`config.mk`:
```
export PLATFORM = sky130hd
export DESIGN_NAME = pe_stream_driver
export DESIGN_NICKNAME = d
export VERILOG_FILES = /design/src/rtl/pe_stream_driver.sv
export SDC_FILE = /design/constraint.sdc
export NUM_CORES = 1
export LEC_CHECK = 0
export ABC_CLOCK_PERIOD_IN_PS = 4700
export CORE_ASPECT_RATIO = 1.75
export CORE_MARGIN = 5
export CORE_UTILIZATION = 42
export CTS_CLUSTER_SIZE = 28
export DETAILED_ROUTE_END_ITERATION = 7
export PLACE_DENSITY = 0.77
export SETUP_SLACK_MARGIN = 0.2
export SKIP_LAST_GASP = 1
export SYNTH_ARGS = -nofsm -noshare
export SYNTH_HDL_FRONTEND = slang
export SYNTH_SLANG_ARGS = --single-unit
```
`constraint.sdc`:
```
create_clock -name clk -period 4.7 [get_ports clk]
set_input_delay 0.705 -clock clk [delete_from_list [all_inputs] [get_ports clk]]
set_output_delay 0.705 -clock clk [all_outputs]
set_load 0.005 [all_outputs]
```
`src/rtl/pe_stream_driver.sv`:
```
// pe_stream_driver: drives one SUPER PE from the global buffer.
// After start it pulses pe_en with the latched layer config, then streams
// filter, ifmap and ipsum words through a shared 2-entry prefetch FIFO and
// writes every opsum word back to GLB.
module pe_stream_driver #(
  parameter int DATA_BITS   = 32,
  parameter int ADDR_BITS   = 16,
  parameter int CONFIG_SIZE = 13
) (
  input  logic                   clk,
  input  logic                   rst,
  input  logic                   start,
  input  logic [CONFIG_SIZE-1:0] i_config,
  input  logic [ADDR_BITS-1:0]   filter_base,
  input  logic [ADDR_BITS-1:0]   ifmap_base,
  input  logic [ADDR_BITS-1:0]   ipsum_base,
  input  logic [ADDR_BITS-1:0]   opsum_base,
  output logic                   busy,
  output logic                   done,
  output logic                   glb_rd_en,
  output logic [ADDR_BITS-1:0]   glb_rd_addr,
  input  logic [DATA_BITS-1:0]   glb_rd_data,
  output logic                   glb_wr_en,
  output logic [ADDR_BITS-1:0]   glb_wr_addr,
  output logic [DATA_BITS-1:0]   glb_wr_data,
  output logic                   pe_en,
  output logic [CONFIG_SIZE-1:0] pe_config,
  output logic [DATA_BITS-1:0]   filter,
  output logic [DATA_BITS-1:0]   ifmap,
  output logic [DATA_BITS-1:0]   depthwise_ipsum,
  output logic [DATA_BITS-1:0]   pointwise_ipsum,
  output logic                   filter_valid,
  output logic                   ifmap_valid,
  output logic                   depthwise_ipsum_valid,
  output logic                   pointwise_ipsum_valid,
  input  logic                   filter_ready,
  input  logic                   ifmap_ready,
  input  logic                   depthwise_ipsum_ready,
  input  logic                   pointwise_ipsum_ready,
  input  logic [DATA_BITS-1:0]   opsum,
  input  logic                   opsum_valid,
  output logic                   opsum_ready
);

  typedef enum logic [2:0] {
    S_IDLE, S_CFG, S_FILT, S_IFM, S_IPS_DW, S_IPS_PW, S_OPS, S_DONE
  } state_t;

  state_t                 r_state;
  logic [CONFIG_SIZE-1:0] r_pe_config;
  logic [ADDR_BITS-1:0]   r_filt_base;
  logic [ADDR_BITS-1:0]   r_ifm_addr;
  logic [ADDR_BITS-1:0]   r_ips_addr;
  logic [ADDR_BITS-1:0]   r_ops_addr;
  logic                   r_busy;
  logic                   r_done;
  logic                   r_pe_en;
  logic                   r_glb_wr_en;
  logic [ADDR_BITS-1:0]   r_glb_wr_addr;
  logic [DATA_BITS-1:0]   r_glb_wr_data;
  logic [4:0]             r_issue_cnt;
  logic [4:0]             r_pop_cnt;
  logic [4:0]             r_col;
  logic                   r_inflight;
  logic [1:0]             r_fifo_cnt;
  logic                   r_fifo_wptr;
  logic                   r_fifo_rptr;
  logic [DATA_BITS-1:0]   r_fifo_mem [2];

  // Layer geometry decoded from the latched config (stored minus one).
  logic [2:0] w_rs, w_p, w_q;
  logic [4:0] w_f;
  logic       w_dw;
  logic [4:0] w_filt_words;
  assign w_rs         = {1'b0, r_pe_config[11:10]} + 3'd1;
  assign w_p          = {1'b0, r_pe_config[8:7]} + 3'd1;
  assign w_q          = {1'b0, r_pe_config[1:0]} + 3'd1;
  assign w_f          = r_pe_config[6:2];
  assign w_dw         = r_pe_config[12];
  assign w_filt_words = 5'(w_rs) * 5'(w_p);

  logic                 w_stream;
  logic                 w_sel_ready;
  logic [4:0]           w_phase_words;
  logic [ADDR_BITS-1:0] w_rd_addr;
  logic                 w_fifo_nonempty;
  logic                 w_pop;
  logic [2:0]           w_occ;
  logic                 w_issue;
  logic                 w_last_pop;
  logic                 w_ops_hs;
  logic                 w_ops_last;
  logic [DATA_BITS-1:0] w_head;

  // Per-phase word count, selected ready and read address for the active stream.
  always_comb begin
    w_stream      = 1'b0;
    w_sel_ready   = 1'b0;
    w_phase_words = 5'd0;
    w_rd_addr     = '0;
    case (r_state)
      S_FILT: begin
        w_stream      = 1'b1;
        w_sel_ready   = filter_ready;
        w_phase_words = w_filt_words;
        w_rd_addr     = r_filt_base + ADDR_BITS'(r_issue_cnt);
      end
      S_IFM: begin
        w_stream      = 1'b1;
        w_sel_ready   = ifmap_ready;
        // Column 0 needs the full rs window, later columns slide by one word.
        w_phase_words = (r_col == 5'd0) ? {2'b0, w_rs} : 5'd1;
        w_rd_addr     = r_ifm_addr;
      end
      S_IPS_DW: begin
        w_stream      = 1'b1;
        w_sel_ready   = depthwise_ipsum_ready;
        w_phase_words = w_dw ? {2'b0, w_q} : {2'b0, w_p};
        w_rd_addr     = r_ips_addr;
      end
      S_IPS_PW: begin
        w_stream      = 1'b1;
        w_sel_ready   = pointwise_ipsum_ready;
        w_phase_words = {2'b0, w_p};
        w_rd_addr     = r_ips_addr;
      end
      default: begin
        w_stream      = 1'b0;
      end
    endcase
  end

  // Occupancy counts words in the FIFO plus the read still in flight, so the
  // two entries can never be oversubscribed.
  assign w_fifo_nonempty = (r_fifo_cnt != 2'd0);
  assign w_pop           = w_stream & w_fifo_nonempty & w_sel_ready;
  assign w_occ           = {1'b0, r_fifo_cnt} + {2'b0, r_inflight} - {2'b0, w_pop};
  assign w_issue         = w_stream & (r_issue_cnt < w_phase_words) & (w_occ < 3'd2);
  assign w_last_pop      = w_pop & (r_pop_cnt == w_phase_words - 5'd1);
  assign w_ops_hs        = (r_state == S_OPS) & opsum_valid;
  assign w_ops_last      = w_ops_hs & (r_pop_cnt == {2'b0, w_p} - 5'd1);
  assign w_head          = r_fifo_mem[r_fifo_rptr];

  assign glb_rd_en   = w_issue;
  assign glb_rd_addr = w_issue ? w_rd_addr : '0;

  assign filter_valid          = (r_state == S_FILT)   & w_fifo_nonempty;
  assign ifmap_valid           = (r_state == S_IFM)    & w_fifo_nonempty;
  assign depthwise_ipsum_valid = (r_state == S_IPS_DW) & w_fifo_nonempty;
  assign pointwise_ipsum_valid = (r_state == S_IPS_PW) & w_fifo_nonempty;
  assign filter                = filter_valid          ? w_head : '0;
  assign ifmap                 = ifmap_valid           ? w_head : '0;
  assign depthwise_ipsum       = depthwise_ipsum_valid ? w_head : '0;
  assign pointwise_ipsum       = pointwise_ipsum_valid ? w_head : '0;
  assign opsum_ready           = (r_state == S_OPS);

  assign busy        = r_busy;
  assign done        = r_done;
  assign pe_en       = r_pe_en;
  assign pe_config   = r_pe_config;
  assign glb_wr_en   = r_glb_wr_en;
  assign glb_wr_addr = r_glb_wr_addr;
  assign glb_wr_data = r_glb_wr_data;

  // Prefetch storage: GLB data lands one cycle after its read was issued.
  always_ff @(posedge clk) begin
    if (r_inflight) begin
      r_fifo_mem[r_fifo_wptr] <= glb_rd_data;
    end
  end

  // Job sequencer, prefetch bookkeeping and registered GLB write port.
  always_ff @(posedge clk or posedge rst) begin
    if (rst) begin
      r_state       <= S_IDLE;
      r_pe_config   <= '0;
      r_filt_base   <= '0;
      r_ifm_addr    <= '0;
      r_ips_addr    <= '0;
      r_ops_addr    <= '0;
      r_busy        <= 1'b0;
      r_done        <= 1'b0;
      r_pe_en       <= 1'b0;
      r_glb_wr_en   <= 1'b0;
      r_glb_wr_addr <= '0;
      r_glb_wr_data <= '0;
      r_issue_cnt   <= '0;
      r_pop_cnt     <= '0;
      r_col         <= '0;
      r_inflight    <= 1'b0;
      r_fifo_cnt    <= '0;
      r_fifo_wptr   <= 1'b0;
      r_fifo_rptr   <= 1'b0;
    end else begin
      r_done      <= 1'b0;
      r_pe_en     <= 1'b0;
      r_glb_wr_en <= 1'b0;

      // FIFO pointers; push and pop together leave the count unchanged.
      if (r_inflight) r_fifo_wptr <= ~r_fifo_wptr;
      if (w_pop)      r_fifo_rptr <= ~r_fifo_rptr;
      r_fifo_cnt <= r_fifo_cnt + {1'b0, r_inflight} - {1'b0, w_pop};
      r_inflight <= w_issue;

      if (w_issue) begin
        r_issue_cnt <= r_issue_cnt + 5'd1;
        if (r_state == S_IFM) r_ifm_addr <= r_ifm_addr + 1'b1;
        // Ipsum is laid out contiguously: each column is its dw words then pw words.
        if (r_state == S_IPS_DW || r_state == S_IPS_PW) r_ips_addr <= r_ips_addr + 1'b1;
      end
      if (w_pop) r_pop_cnt <= r_pop_cnt + 5'd1;

      case (r_state)
        S_IDLE: begin
          if (start) begin
            r_pe_config <= i_config;
            r_filt_base <= filter_base;
            r_ifm_addr  <= ifmap_base;
            r_ips_addr  <= ipsum_base;
            r_ops_addr  <= opsum_base;
            r_busy      <= 1'b1;
            r_pe_en     <= 1'b1;
            r_col       <= '0;
            r_issue_cnt <= '0;
            r_pop_cnt   <= '0;
            r_state     <= S_CFG;
          end
        end
        S_CFG: begin
          r_state <= S_FILT;
        end
        S_FILT: begin
          if (w_last_pop) begin
            r_issue_cnt <= '0;
            r_pop_cnt   <= '0;
            r_state     <= S_IFM;
          end
        end
        S_IFM: begin
          if (w_last_pop) begin
            r_issue_cnt <= '0;
            r_pop_cnt   <= '0;
            r_state     <= S_IPS_DW;
          end
        end
        S_IPS_DW: begin
          if (w_last_pop) begin
            r_issue_cnt <= '0;
            r_pop_cnt   <= '0;
            r_state     <= w_dw ? S_IPS_PW : S_OPS;
          end
        end
        S_IPS_PW: begin
          if (w_last_pop) begin
            r_issue_cnt <= '0;
            r_pop_cnt   <= '0;
            r_state     <= S_OPS;
          end
        end
        S_OPS: begin
          if (w_ops_hs) begin
            r_glb_wr_en   <= 1'b1;
            r_glb_wr_addr <= r_ops_addr;
            r_glb_wr_data <= opsum;
            r_ops_addr    <= r_ops_addr + 1'b1;
            r_pop_cnt     <= r_pop_cnt + 5'd1;
          end
          if (w_ops_last) begin
            r_pop_cnt <= '0;
            if (r_col == w_f) begin
              r_state <= S_DONE;
            end else begin
              r_col   <= r_col + 5'd1;
              r_state <= S_IFM;
            end
          end
        end
        S_DONE: begin
          // The last write is on the port this cycle; done follows it.
          r_done  <= 1'b1;
          r_busy  <= 1'b0;
          r_state <= S_IDLE;
        end
        default: begin
          r_state <= S_IDLE;
        end
      endcase
    end
  end

endmodule

```
==> results by group <==
Worst setup path
  • CP Capture Type: primary output
  • CP max FO: 5
  • RR Endpoint: r_ips_addr[12]
  • Worst flop-to-flop path startpoint: pe_config[7]
  • FF-to-FF path depth: 23
  • Crit path kind: register to primary output
  • Setup crit start: pe_config[7]
  • Startpoint type of the worst setup path: register
  • CP Data Arrival Time: about 4.3 ns
  • Req. time, crit path: roughly 4 ns
  • Worst Setup EP: glb_rd_addr[14]
  • Reg2reg setup slack: 0.22 ns

Yosys
  • Synth top cells by count: nor2_1 (187), nand2_1 (166), dfrtp_1 (152)
  • Ys async rst share: 0.704
  • Distinct cells, synth: 70
  • Mapped Area: 11300 um2
  • Post-synth EDFFs: 64
  • FF+latch count, synth: between 200 and 250
  • Mapped Cells: around 1100
  • Syn. warnings: 0
  • Avg Inst Size Synth: a little under 10 um2
  • Yosys top cell by area: dfrtp_1
  • Main synth FF type: dfrtp_1
  • Post-synth top area share: 0.337
  • Post-synthesis net count: roughly 1300
  • Most frequent cell after synthesis: nor2_1
  • Ranking of synthesized cells by area: dfrtp_1 (34%), edfxtp_1 (17%), nor2_1 (6.2%)
  • Post-synthesis sequential area ratio: 0.508

Route
  • Drt pass-1 iters: 6
  • Vias/cell: approximately 5.5
  • Wire length per cell: roughly 19 um
  • ANT nets after route: 0
  • DRC: 0
  • Post-Route WL: approximately 35000 um
  • Via count: approximately 10000
  • DR iter-0 viols: around 650

Power and ir drop
  • Peak VDD IR: roughly 0.47 mV
  • Comb power frac: 0.500
  • Sw Ratio: 0.379
  • Sequential Power Share: 0.329
  • Tot Pwr: around 0.0097 W
  • Pint: between 0.006 and 0.007 W
  • Pwr Density: between 500 and 600 nW/um2
  • Clock power share: 0.171
  • Sw power: approximately 0.0037 W
  • Leakage power: roughly 7.0 nW

GRT
  • Number of antenna violations at the first check in global routing: 0
  • Vias in the first global route: 10300
  • Total GRT Usage: 0.223
  • Largest net degree at the start of global routing: 83
  • First-pass GRT wire length: 54200 um
  • GRT overflow: 0

Die
  • Chip height: between 200 and 250 um
  • IO Count: roughly 360
  • Cell Rows: 79
  • Die width: around 130 um
  • Initial Util: 0.424
  • Die area: around 30000 um2
  • Core ar.: 26600 um2

STA
  • Final clock period utilization by the worst path: 1.07
  • Final hold vios: 0
  • Worst Tran Pin Value: 1.21 ns
  • RSZ-0062 raised after global routing: yes
  • Final setup violation count: 17
  • Minimum clock period: around 5 ns
  • Hold slack: between 0.4 and 0.5 ns
  • Post-route setup slack: -0.315 ns
  • Clock Skews: 0.0117 ns
  • Pins Over Slew Limit: 0
  • Max_slew headroom: 0.189
  • Fmax: approximately 0.2 GHz
  • Post-route setup TNS: -3.81 ns

CTS
  • CTS clk-pin slew, worst paths: roughly 0.07 ns
  • Clock Sinks: roughly 220
  • Hold buffers post-CTS: 0
  • Longest Clk Path Bufs: 3
  • Clock root cell: clkbuf_16
  • CTS H-Tree Depth: 1
  • Clk_lat worst skew: around 0.52 ns
  • Inserted Clock Buffers: 20
  • CTS tree: yes

Worst hold path
  • Min-Delay Path Class: register to register

Status
  • Outcome: finished with violations
  • Failing checks: setup timing

Placed design
  • Dpl hpwl: around 26000 um
  • GP Congestion: between 0.8 and 0.9
  • IO buf count: between 300 and 400
  • Post-DP Area: around 15000 um2

Layout
  • # diodes: 0
  • Final net count: ~1700
  • Design area: between 15000 and 20000 um2
  • Share of layout cells above drive strength 1: 0.141
  • Area grow syn2layout: 47.0%

Flow run
  • Max-cap violations: 0
==> sequential cells by signal, indices dropped and copies added (netlist names), 5 cells and up <==
name / cells
glb_wr_data: 32
r_col: 5
glb_wr_addr: 16
r_ops_addr: 16
r_filt_base: 16
r_pop_cnt: 5
r_ifm_addr: 16
r_issue_cnt: 5
pe_config: 13
r_fifo_mem: 64
r_ips_addr: 16
==> repair_timing <==
item	in CTS	in global routing
setup endpoints to repair	17	53
pin swaps	24	42
setup buffers	10	3
gates resized for setup	89	57
cloned	2	3
==> routing by layer <==
layer | routed length, um | GRT usage
met1 | 12500 | 0.244
met2 | 18100 | 0.404
met3 | 2960 | 0.0500
met4 | 1920 | 0.111
met5 | 0 | 0
==> layout by cell type (no fill, tap or decap), types with 7 or more instances in the layout <==
master	count
inv_1	21
o21ai_0	33
nand2_1	165
dfrtp_1	149
xnor2_1	36
clkdlybuf4s50_1	346
o22ai_1	10
nand3_1	25
nor2_4	9
nor2_1	176
a222oi_1	13
mux2_2	47
nand4_1	21
nor3_1	9
clkbuf_16	23
a21oi_1	46
and2_1	9
edfxtp_1	64
o21ai_1	16
buf_2	15
mux2i_1	36
ha_1	26
buf_4	44
xor2_1	27
nor3_4	11
inv_2	7
==> worst max-delay path, stage by stage, from the launching register on <==
cell,delay [ns]
dfrtp_2,0.44
inv_2,0.08
ha_4,0.20
and2_4,0.15
fa_1,0.48
ha_2,0.16
inv_2,0.03
fa_2,0.35
xnor2_2,0.16
xnor2_1,0.19
nand2_1,0.09
ha_2,0.30
nand2_1,0.08
nand3_2,0.09
o41a_1,0.36
buf_4,0.15
buf_8,0.13
buf_12,0.14
nor2_1,0.10
buf_2,0.13
==> per-stage QoR <==
step                worst slack, ns  utilization  instances
floorplan                     0.197            -       1144
global route                 -0.511        0.623       1858
CTS                          -0.348        0.609       1852
detailed placement           -0.331        0.580       1804
global placement             -0.275        0.580       1804
finish                       -0.315        0.623       1858
==> worst min path at each step <==
| stage | cells after the start | slack, ns | from | end |
|---|---|---|---|---|
| floorplan | 2 | 0.45 | r_filt_base[0] | r_filt_base[0] |
| global placement | 2 | 0.46 | pe_config[9] | pe_config[9] |
| detailed placement | 2 | 0.47 | r_filt_base[3] | r_filt_base[3] |
| CTS | 2 | 0.49 | r_filt_base[3] | r_filt_base[3] |
| global route | 2 | 0.52 | pe_config[9] | pe_config[9] |
| finish | 2 | 0.49 | r_filt_base[2] | r_filt_base[2] |
==> cells by family after synthesis <==
group / after synthesis / share of synthesized area
adders and majority gates: 35 / 0.0415
AOI/OAI and AO/OA: 167 / 0.0965
muxes: 83 / 0.0789
DFF: 216 / 0.508
buffers and inverters: 96 / 0.0337
and+or+nand+nor: 483 / 0.192
xor gates and xnor gates: 64 / 0.0497
==> power by group through the flow <==
stage | Combinational (W) | Clock (W) | Sequential, W
global placement | 0.00428 | 0 | 0.00316
detailed placement | 0.00436 | 0 | 0.00319
global route | 0.00527 | 0.00179 | 0.00327
CTS | 0.00458 | 0.00171 | 0.00317
floorplan | 0.00240 | 0 | 0.00299
finish | 0.00484 | 0.00166 | 0.00319
==> area by class of cell <==
cell class / count / area, um2
fill: 2143 / 10000
sequential: 216 / 5730
multi-input combinational: 832 / 5510
timing repair buffer: 420 / 4140
clock buffer: 26 / 564
tap: 324 / 405
inverter: 30 / 119
clock inverter: 10 / 100
(Power assumes the default switching activity.)
==> RTL edit: new RTL, same flow settings <==
Reset style: synchronous (`rst`), changed in one clocked block.
--- a/src/rtl/pe_stream_driver.sv
+++ b/src/rtl/pe_stream_driver.sv
@@ -170,7 +170,7 @@
   end
 
   // Job sequencer, prefetch bookkeeping and registered GLB write port.
-  always_ff @(posedge clk or posedge rst) begin
+  always_ff @(posedge clk) begin
     if (rst) begin
       r_state       <= S_IDLE;
       r_pe_config   <= '0;
Formal check against the unedited RTL: differs if rst is asserted again (counterexample within 4 cycles, from zero or initial values and one cycle with rst high); with rst held inactive, the same outputs for 4 cycles.
==> RTL edit against the original RTL <==
  * The flow still finishes with violations (negative setup slack)
  * Sequential cell count grew 1
  * First-iteration DRC count grew 8.4%
  * Core utilization is essentially flat
  * Routed wire length grew 3.1%
  * Cell area shrank 2.7%
  * Setup slack gained 0.16 ns
  * Clock skew grew 0.0071 ns
  * Area after synthesis shrank 2.7%
  * Register-to-register slack lost 0.30 ns
  * Die area shrank 2.5%
  * Critical path type unchanged
  * Highest routed layer unchanged
Power is not compared: it rests on default switching activity, and its combinational part moved more than twofold at a synthesized area within 25%.
==> RTL edit: results (changes against the original RTL) <==
Detailed routing
  – Avg WL per Cell: 18.4 um (was 19.1 um)
  – 1st-iter DRT viols: 700 (was 646)
  – Drt via density: 5.45 (was 5.46)

Synth
  – Synth Area in XOR/XNOR: 4.95% (was 4.97%)
  – Mapped Cells: 1298 (was 1144)
  – Post-synth top cells: nand2_1, nor2_1, dfxtp_1 (was nor2_1, nand2_1, dfrtp_1)
  – Seq/Total Area, Yosys: 45.4% (was 50.8%)
  – Compound-gate portion of the synthesized area: 14.2% (was 9.65%)
  – Adder-cell area share of the yosys netlist: 3.92% (was 4.15%)
  – Syn nets: 1479 (was 1328)
  – Area contributors post-synth: dfxtp_1, edfxtp_1, nand2_1, nor2_1, a21oi_1 (was dfrtp_1, edfxtp_1, nor2_1, nand2_1, mux2_2)
  – Ys async rst share: 0% (was 70.4%)

Placement
  – Placed Instances: 1923 (was 1804)
  – DP Area: 14900 sq um (was 15400 sq um)
  – GP Congestion: 0.887 (was 0.883)
  – Detailed Place HPWL: 26200 um (was 25700 um)

Setup path
  – Reg2reg setup slack: -0.08 ns (was 0.22 ns)
  – Reg2Reg Depth: 27 (was 23)
  – CP Data Arrival Time: 4.15 ns (was 4.31 ns)
  – Worst R2R End: r_state[1] (was r_ips_addr[12])

GRT
  – Pin count of the biggest net entering global routing: 71 (was 83)
  – First-pass GRT wire length: 55000 um (was 54200 um)
  – GRT Util Overall: 22.5% (was 22.3%)
  – Initial antenna violation count: 1 (was 0)
  – Vias in the first global route: 10400 (was 10300)

Timing
  – Hold Slack: 0.453 ns (was 0.487 ns)
  – Skew final: 0.0188 ns (was 0.0117 ns)
  – Setup TNS Final: -2.43 ns (was -3.81 ns)
  – Worst slew pin tran: 1.21 ns (about the same)
  – Final WS setup: -0.157 ns (was -0.315 ns)
  – # setup viols final: 28 (was 17)

Status
  – Status: finished with violations (unchanged)
  – Failing checks: negative setup slack (unchanged)

Worst hold path
  – Min-delay worst type: register to register (unchanged)
  – Min-Delay Startpoint: glb_wr_data[16] (was r_filt_base[2])
  – Hold path endpoint: glb_wr_data[16] (was r_filt_base[2])

Clock network
  – Number of buffers created by CTS: 21 (was 20)

Finish
  – Final Non-Filler Cells: 1984 (was 1858)
  – Share of cells above drive strength 1: 10.1% (was 14.1%)
-- RTL edit: changes by cell type after synthesis, moves of 9 or more --
cell | before | now
nor2_1 | 187 | 201
a21oi_1 | 46 | 112
nor4_1 | 1 | 13
dfrtp_1 | 152 | 0
xor2_1 | 27 | 16
nand2_1 | 166 | 221
mux2_2 | 47 | 2
xnor2_1 | 37 | 46
clkbuf_1 | 46 | 74
o21ai_1 | 15 | 0
a211oi_1 | 1 | 31
dfxtp_1 | 0 | 153
-- RTL edit: cells by family (layout without fill, tap and decap cells) --
| family | count (synthesis) | after routing |
|---|---|---|
| AOI/OAI and AO/OA | 246 | 246 |
| xor gates and xnor gates | 62 | 62 |
| adders and majority gates | 32 | 32 |
| buffers and inverters | 121 | 486 |
| DFF | 217 | 217 |
| muxes | 39 | 39 |
| other | 0 | 1 |
| and+or+nand+nor | 581 | 581 |
-- RTL edit: final cells by class --
type	count	area (sq um)
antenna	1	2.50
clock buffer	30	609
clock inverter	8	82.6
fill	2203	9730
inverter	31	129
multi-input combinational	960	5820
sequential	217	4990
tap	320	400
timing repair buffer	417	4090
-- RTL edit: metrics by stage --
step	setup WS [ns]	util (%)
after floorplan	0.216	-
after global placement	-0.125	57.7
after detailed placement	-0.151	57.7
after CTS	-0.0651	61.6
after global routing	-0.267	62.4
final	-0.157	62.4
-- RTL edit: timing repair --
item,CTS,global route
buffers inserted,18,2
endpoints found under the setup margin,17,34
gates resized for setup,112,39
pin swaps,23,23
gates cloned,2,0
hold endpoints to repair,0,0
-- RTL edit: worst max-delay path, cell delays in order, from the launching register on --
cell      delay (ns)
dfxtp_2         0.36
inv_2           0.06
ha_4            0.26
nand2_2         0.05
fa_1            0.48
inv_1           0.04
ha_2            0.17
fa_2            0.33
xor2_1          0.17
xnor2_1         0.17
nand2_1         0.13
buf_6           0.16
ha_4            0.23
o2111a_1        0.13
o31a_1          0.13
or2_4           0.28
buf_12          0.14
buf_16          0.14
nor2_4          0.08
buf_2           0.11
-- RTL edit: per-layer routing --
layer  track usage [%]  wire length (um)
met1              23.7             12800
met5                 0                 0
met2              41.9             19400
met4              11.0              1800
met3              4.54              2610
-- RTL edit: worst max-delay path by stage --
stage,cells after the start,endpoint,from
3_5_place_dp,14,glb_rd_addr[15],depthwise_ipsum_ready
2_1_floorplan,18,glb_rd_addr[10],pe_config[7]
3_3_place_gp,14,glb_rd_addr[15],filter_ready
6_report,19,glb_rd_addr[1],pe_config[7]
4_1_cts,18,glb_rd_addr[10],pe_config[7]
5_1_grt,19,glb_rd_addr[5],pe_config[7]
